===== src/rtl/common_pkg.sv =====
// Shared types and helpers for the stream multiplexer: lock-FSM states and
// a pointer-width helper that keeps a 1-bit pointer for single-channel builds.
package common_pkg;

   typedef enum logic {
      ARB    = 1'b0,
      LOCKED = 1'b1
   } lock_state_e;

   function automatic int ptr_w(input int n);
      return (n <= 1) ? 1 : $clog2(n);
   endfunction

endpackage


===== src/rtl/rr_arb.sv =====
// Round-robin arbiter: one-hot grant searched from ptr with wrap, or a forced
// grant to i_hold_idx while a packet holds the output. Owns the priority pointer.
module rr_arb
   import common_pkg::*;
#(
   parameter int  N  = 4,
   localparam int PW = ptr_w(N)
) (
   input  logic          clk,
   input  logic          arst_n,
   input  logic [N-1:0]  i_req,
   input  logic          i_ack,
   input  logic          i_hold,
   input  logic [PW-1:0] i_hold_idx,
   output logic [N-1:0]  o_gnt
);

   logic [PW-1:0] ptr_q, ptr_d;
   logic [PW-1:0] gnt_idx;
   logic [N-1:0]  rr_gnt;
   logic [N-1:0]  hold_gnt;
   logic          found;

   // First requester at or after ptr, wrapping modulo N.
   always_comb begin
      rr_gnt = '0;
      found  = 1'b0;
      for (int i = 0; i < N; i++) begin
         for (int k = 0; k < N; k++) begin
            if (!found && (k == (int'(ptr_q) + i) % N) && i_req[k]) begin
               rr_gnt[k] = 1'b1;
               found     = 1'b1;
            end
         end
      end
   end

   always_comb begin
      hold_gnt = '0;
      for (int k = 0; k < N; k++) begin
         hold_gnt[k] = (int'(i_hold_idx) == k);
      end
   end

   assign o_gnt = i_hold ? hold_gnt : rr_gnt;

   always_comb begin
      gnt_idx = '0;
      for (int k = 0; k < N; k++) begin
         if (o_gnt[k]) gnt_idx = PW'(k);
      end
      ptr_d = ptr_q;
      if (i_ack) ptr_d = (int'(gnt_idx) == N - 1) ? '0 : gnt_idx + PW'(1);
   end

   always_ff @(posedge clk or negedge arst_n) begin
      if (!arst_n) ptr_q <= '0;
      else         ptr_q <= ptr_d;
   end

endmodule


===== src/rtl/stream_mux_rr.sv =====
// N-to-1 valid/ready stream multiplexer with round-robin arbitration, a
// registered output stage and optional packet lock (LOCK=1 holds grant until i_last).
module stream_mux_rr
   import common_pkg::*;
#(
   parameter int N    = 4,
   parameter int W    = 32,
   parameter bit LOCK = 1'b0
) (
   input  logic                clk,
   input  logic                arst_n,
   input  logic [N-1:0]        i_valid,
   input  logic [N-1:0][W-1:0] i_data,
   input  logic [N-1:0]        i_last,
   output logic [N-1:0]        o_ready,
   output logic                o_valid,
   output logic [W-1:0]        o_data,
   output logic                o_last,
   output logic [N-1:0]        o_sel,
   input  logic                i_ready
);

   localparam int PW = ptr_w(N);

   lock_state_e   st_q, st_d;
   logic [PW-1:0] lk_q, lk_d;
   logic [PW-1:0] gnt_idx;
   logic [N-1:0]  gnt;
   logic          take, acc, sel_last;
   logic [W-1:0]  sel_data;
   logic          o_valid_q, o_valid_d;
   logic [W-1:0]  o_data_q, o_data_d;
   logic          o_last_q, o_last_d;
   logic [N-1:0]  o_sel_q, o_sel_d;

   assign take = !o_valid_q || i_ready;

   rr_arb #(.N(N)) u_arb (
      .clk        (clk),
      .arst_n     (arst_n),
      .i_req      (i_valid),
      .i_ack      (acc),
      .i_hold     (st_q == LOCKED),
      .i_hold_idx (lk_q),
      .o_gnt      (gnt)
   );

   // One-hot AND-OR select of the granted channel.
   always_comb begin
      sel_data = '0;
      sel_last = 1'b0;
      gnt_idx  = '0;
      for (int k = 0; k < N; k++) begin
         sel_data = sel_data | ({W{gnt[k]}} & i_data[k]);
         sel_last = sel_last | (gnt[k] & i_last[k]);
         if (gnt[k]) gnt_idx = PW'(k);
      end
   end

   // Readies are held low while reset is asserted even though take=1 then.
   assign acc     = arst_n && take && |(gnt & i_valid);
   assign o_ready = (arst_n && take) ? gnt : '0;

   always_comb begin
      o_valid_d = o_valid_q;
      o_data_d  = o_data_q;
      o_last_d  = o_last_q;
      o_sel_d   = o_sel_q;
      st_d      = st_q;
      lk_d      = lk_q;
      if (take) o_valid_d = acc;
      if (acc) begin
         o_data_d = sel_data;
         o_last_d = sel_last;
         o_sel_d  = gnt;
      end
      if (LOCK && acc) begin
         if (st_q == ARB && !sel_last) begin
            st_d = LOCKED;
            lk_d = gnt_idx;
         end else if (st_q == LOCKED && sel_last) begin
            st_d = ARB;
         end
      end
   end

   always_ff @(posedge clk or negedge arst_n) begin
      if (!arst_n) begin
         o_valid_q <= 1'b0;
         o_data_q  <= '0;
         o_last_q  <= 1'b0;
         o_sel_q   <= '0;
         st_q      <= ARB;
         lk_q      <= '0;
      end else begin
         o_valid_q <= o_valid_d;
         o_data_q  <= o_data_d;
         o_last_q  <= o_last_d;
         o_sel_q   <= o_sel_d;
         st_q      <= st_d;
         lk_q      <= lk_d;
      end
   end

   assign o_valid = o_valid_q;
   assign o_data  = o_data_q;
   assign o_last  = o_last_q;
   assign o_sel   = o_sel_q;

endmodule


===== config.mk =====
export PLATFORM = sky130hd
export DESIGN_NAME = stream_mux_rr
export DESIGN_NICKNAME = d
export VERILOG_FILES = /design/src/rtl/common_pkg.sv /design/src/rtl/rr_arb.sv /design/src/rtl/stream_mux_rr.sv
export SDC_FILE = /design/constraint.sdc
export NUM_CORES = 1
export LEC_CHECK = 0
export ABC_AREA = 1
export CORE_MARGIN = 8
export CORE_UTILIZATION = 32
export DETAILED_ROUTE_END_ITERATION = 6
export PLACE_DENSITY = 0.77
export SLEW_MARGIN = 20
export SYNTH_ARGS = -nofsm -noshare
export SYNTH_HDL_FRONTEND = slang
export SYNTH_SLANG_ARGS = --single-unit

===== constraint.sdc =====
create_clock -name clk -period 2.1 [get_ports clk]
set_input_delay 0.42 -clock clk [delete_from_list [all_inputs] [get_ports clk]]
set_output_delay 0.42 -clock clk [all_outputs]
set_load 0.005 [all_outputs]

==> results by group <==
Status
  – Status: complete, but fails checks
  – Failing checks: setup timing

STA
  – Unrepaired setup endpoints after global routing: true
  – Max Slew Vio Count: 0
  – Rel. slew slack: 65.5%
  – Setup WS post-layout: -593 ps
  – Period Utilization, post-route: 128%
  – Worst clock skew: 3.03 ps
  – Slew @ Worst Pin: 518 ps
  – Fmax: 0.371 GHz
  – Final setup viols: 44
  – Final Hold Viols: 0
  – Final critical-path required period: 2690 ps
  – Setup_tns: -22410 ps

Clock tree
  – H-tree levels: 2
  – Worst skew pair latency: 290 ps
  – CTS buffer count: 5
  – CTS Buffer Depth: 2
  – TritonCTS clock tree: done
  – Root Buffer Master: clkbuf_8
  – Clock transition at the registers of the reported paths: 80 ps
  – CTS sink count: 40

Final layout
  – NumNets Final: 778
  – N_diodes: 0
  – Design area: 5500 µm²
  – Fillers: 666
  – Layout cell share with drive strength beyond 1: 24.3%
  – Area Growth Syn to Fin: 108%
  – Final core utilization: 67.9%

Route
  – Drt drc: 0
  – TritonRoute pass-1 iters: 4
  – Routed Antenna Nets: 0
  – Total number of vias: 3715
  – Via density: 4.99
  – Total wire length: 13100 µm
  – Initial DRC Count: 118
  – Wire per inst: 17.6 µm

Power
  – Static Leak: 2.58 nW
  – Maximum VDD drop: 0.691 mV
  – PwrDens: 1500 nW/µm²

Logic synthesis
  – #FFs+latches synth: 40
  – Yosys Warn Count: 0
  – Top_reg_cell synth: dfrtp_1
  – Register area share after synthesis: 37.9%
  – Async SR Flop Fraction: 100%
  – Net count after synthesis: 552
  – Number of distinct library cells after synthesis: 23
  – Cell count after synthesis: 413
  – Number of flops mapped to enable cells by yosys: 0
  – Post-Syn Area: 2640 µm²
  – Avg Inst Size Synth: 6.40 µm²

Critical path
  – Crit Path Class: flip-flop to output port
  – Worst path cell trace: inv_2, nand3_2, nand2_2, nor2_4, nand4_4, nor2_4, nand4_4, nor2_4, buf_6, buf_6, nand4_1, nand2_2, nand2_4, inv_2, buf_6
  – R2R setup slack: -590 ps
  – Crit path DAT: 2270 ps
  – CP peak stage delay: 510 ps
  – CP bufs+invs: 5
  – Worst setup SP type: flip-flop
  – Setup crit end kind: output port
  – Slowest CP cell: dfrtp_2
  – Crit path max fanout: 8
  – CP required: 1680 ps
  – Delay-heaviest family, CP: simple AND/OR/NAND/NOR gates

Floorplanning
  – Site Rows: 33
  – Die height: 107 µm
  – Core area: 8090 µm²
  – Chip width: 107 µm
  – Initial Util: 32.7%
  – Die area: 11400 µm²
  – Top Ports: 181

Placement
  – Placed cell area: 4730 µm²
  – IO buf count: 180
  – Post-DP HPWL: 8680 µm
  – Routability Congestion: 0.889

Global route
  – Initial antenna violation count: 0
  – Number of global-route vias before repair: 3862
  – First-pass GRT wire length: 18600 µm
  – Largest net degree at the start of global routing: 41
  – GR Util All Layers: 19.9%
  – Gr ovfl total: 0

Job
  – Number of max-cap violations: 0

Min path
  – Worst min path class: input pin to asynchronous set/reset pin
-- registers in the layout (all words and copies together), names as in the netlist --
| register | flops |
|---|---|
| o_valid | 1 |
| o_last | 1 |
| o_data | 32 |
| o_sel | 4 |
| u_arb.ptr_q | 2 |
-- through the flow --
step	std cells	power, W	setup slack, ps	hold WS (ps)
6_report	744	0.00823	-593	230
2_1_floorplan	413	0.00386	-75.7	124
5_1_grt	744	0.00876	-721	284
3_5_place_dp	708	0.00572	-960	467
4_1_cts	730	0.00685	-487	252
3_3_place_gp	708	0.00558	-826	460
-- cell type report --
type	count	area, µm²	share of cell area, %
inverters	18	67.6	1.23
clock inverters	2	60.1	1.09
multi-input cells	335	1750	31.8
well taps	105	131	2.39
flip-flops and latches	40	1000	18.3
repair buffers	239	2420	44.0
clock buffers	5	68.8	1.25
-- worst register-to-register path: stages (launching register included) --
cell and delay [ps]:
dfrtp_2 510, inv_2 100, nand3_2 100, nand2_2 80, nor2_4 120, nand4_4 110, nor2_4 140, nand4_4 110
nor2_4 120, buf_6 120, buf_6 80, nand4_1 80, nand2_2 130, buf_12 130, nor2_4 40, a21oi_4 290
clkbuf_16 250, nand2_1 70, nand2_1 60
-- final timing paths --
path | startpoint | to | depth (start not counted)
setup / recovery | u_arb.ptr_q[0] | o_ready[2] | 15
hold / removal | arst_n | o_data[2] | 2
setup reg to reg | u_arb.ptr_q[0] | o_data[18] | 18
hold reg to reg | o_data[13] | o_data[13] | 2
max in group asynchronous | arst_n | u_arb.ptr_q[1] | 2
min in group clk | o_data[13] | o_data[13] | 2
-- what timing repair did --
item	4_1_cts	5_1_grt
gates cloned	0	7
hold buffers	0	0
buffers inserted	15	7
setup endpoints to repair	44	44
gates resized for setup	37	81
pin swaps	13	8
-- metal layers --
layer	up-vias	part of all wire, %	global-route usage (%)	wire, µm
met5	-	0	0	0
met4	0	3.6	7.24	466
met3	40	7.6	5.58	995
met2	184	52	36.9	6840
met1	1732	37	20.9	4820
li1	1759	-	-	-
-- cell families after synthesis --
group / after synthesis / synth area share (%)
and+or+nand+nor: 327 / 52.7
buffers and inverters: 38 / 7.15
AOI/OAI and AO/OA: 8 / 2.27
DFF: 40 / 37.9
-- cells in the final DEF (no fill, tap or decap), types with 3 or more instances in the layout --
cell type / Yosys / routed
nand3_1: 8 / 5
dlygate4sd2_1: 0 / 3
nor2_1: 10 / 6
nor2_2: 3 / 3
buf_4: 1 / 39
buf_2: 16 / 3
inv_2: 2 / 6
nand2_4: 0 / 17
nor2_4: 2 / 6
dfrtp_1: 40 / 38
nand3_2: 1 / 4
clkdlybuf4s50_1: 0 / 172
nand2_1: 257 / 207
inv_1: 16 / 12
buf_12: 0 / 6
clkbuf_8: 0 / 5
buf_6: 3 / 9
nand4_1: 37 / 37
clkbuf_16: 0 / 4
nand2_2: 6 / 39
-- Yosys cell counts, types with 2 or more instances --
cell type | instances | area (µm²)
nor2_1 | 10 | 37.5
nand2_2 | 6 | 37.5
nor2_2 | 3 | 18.8
nand2_1 | 257 | 965
buf_6 | 3 | 33.8
nor2_4 | 2 | 22.5
nand3_1 | 8 | 40.0
nand4_1 | 37 | 231
inv_2 | 2 | 7.51
buf_2 | 16 | 80.1
o21ai_0 | 2 | 10.0
dfrtp_1 | 40 | 1000
inv_1 | 16 | 60.1
nand4_2 | 2 | 25.0
-- power by group --
group / internal, W / switching [W]
registers: 0.00114 / 0.000263
logic: 0.00291 / 0.00318
clock network: 0.000468 / 0.000265
total: 0.00452 / 0.00371
No activity file was read; power rests on OpenSTA's default activity.
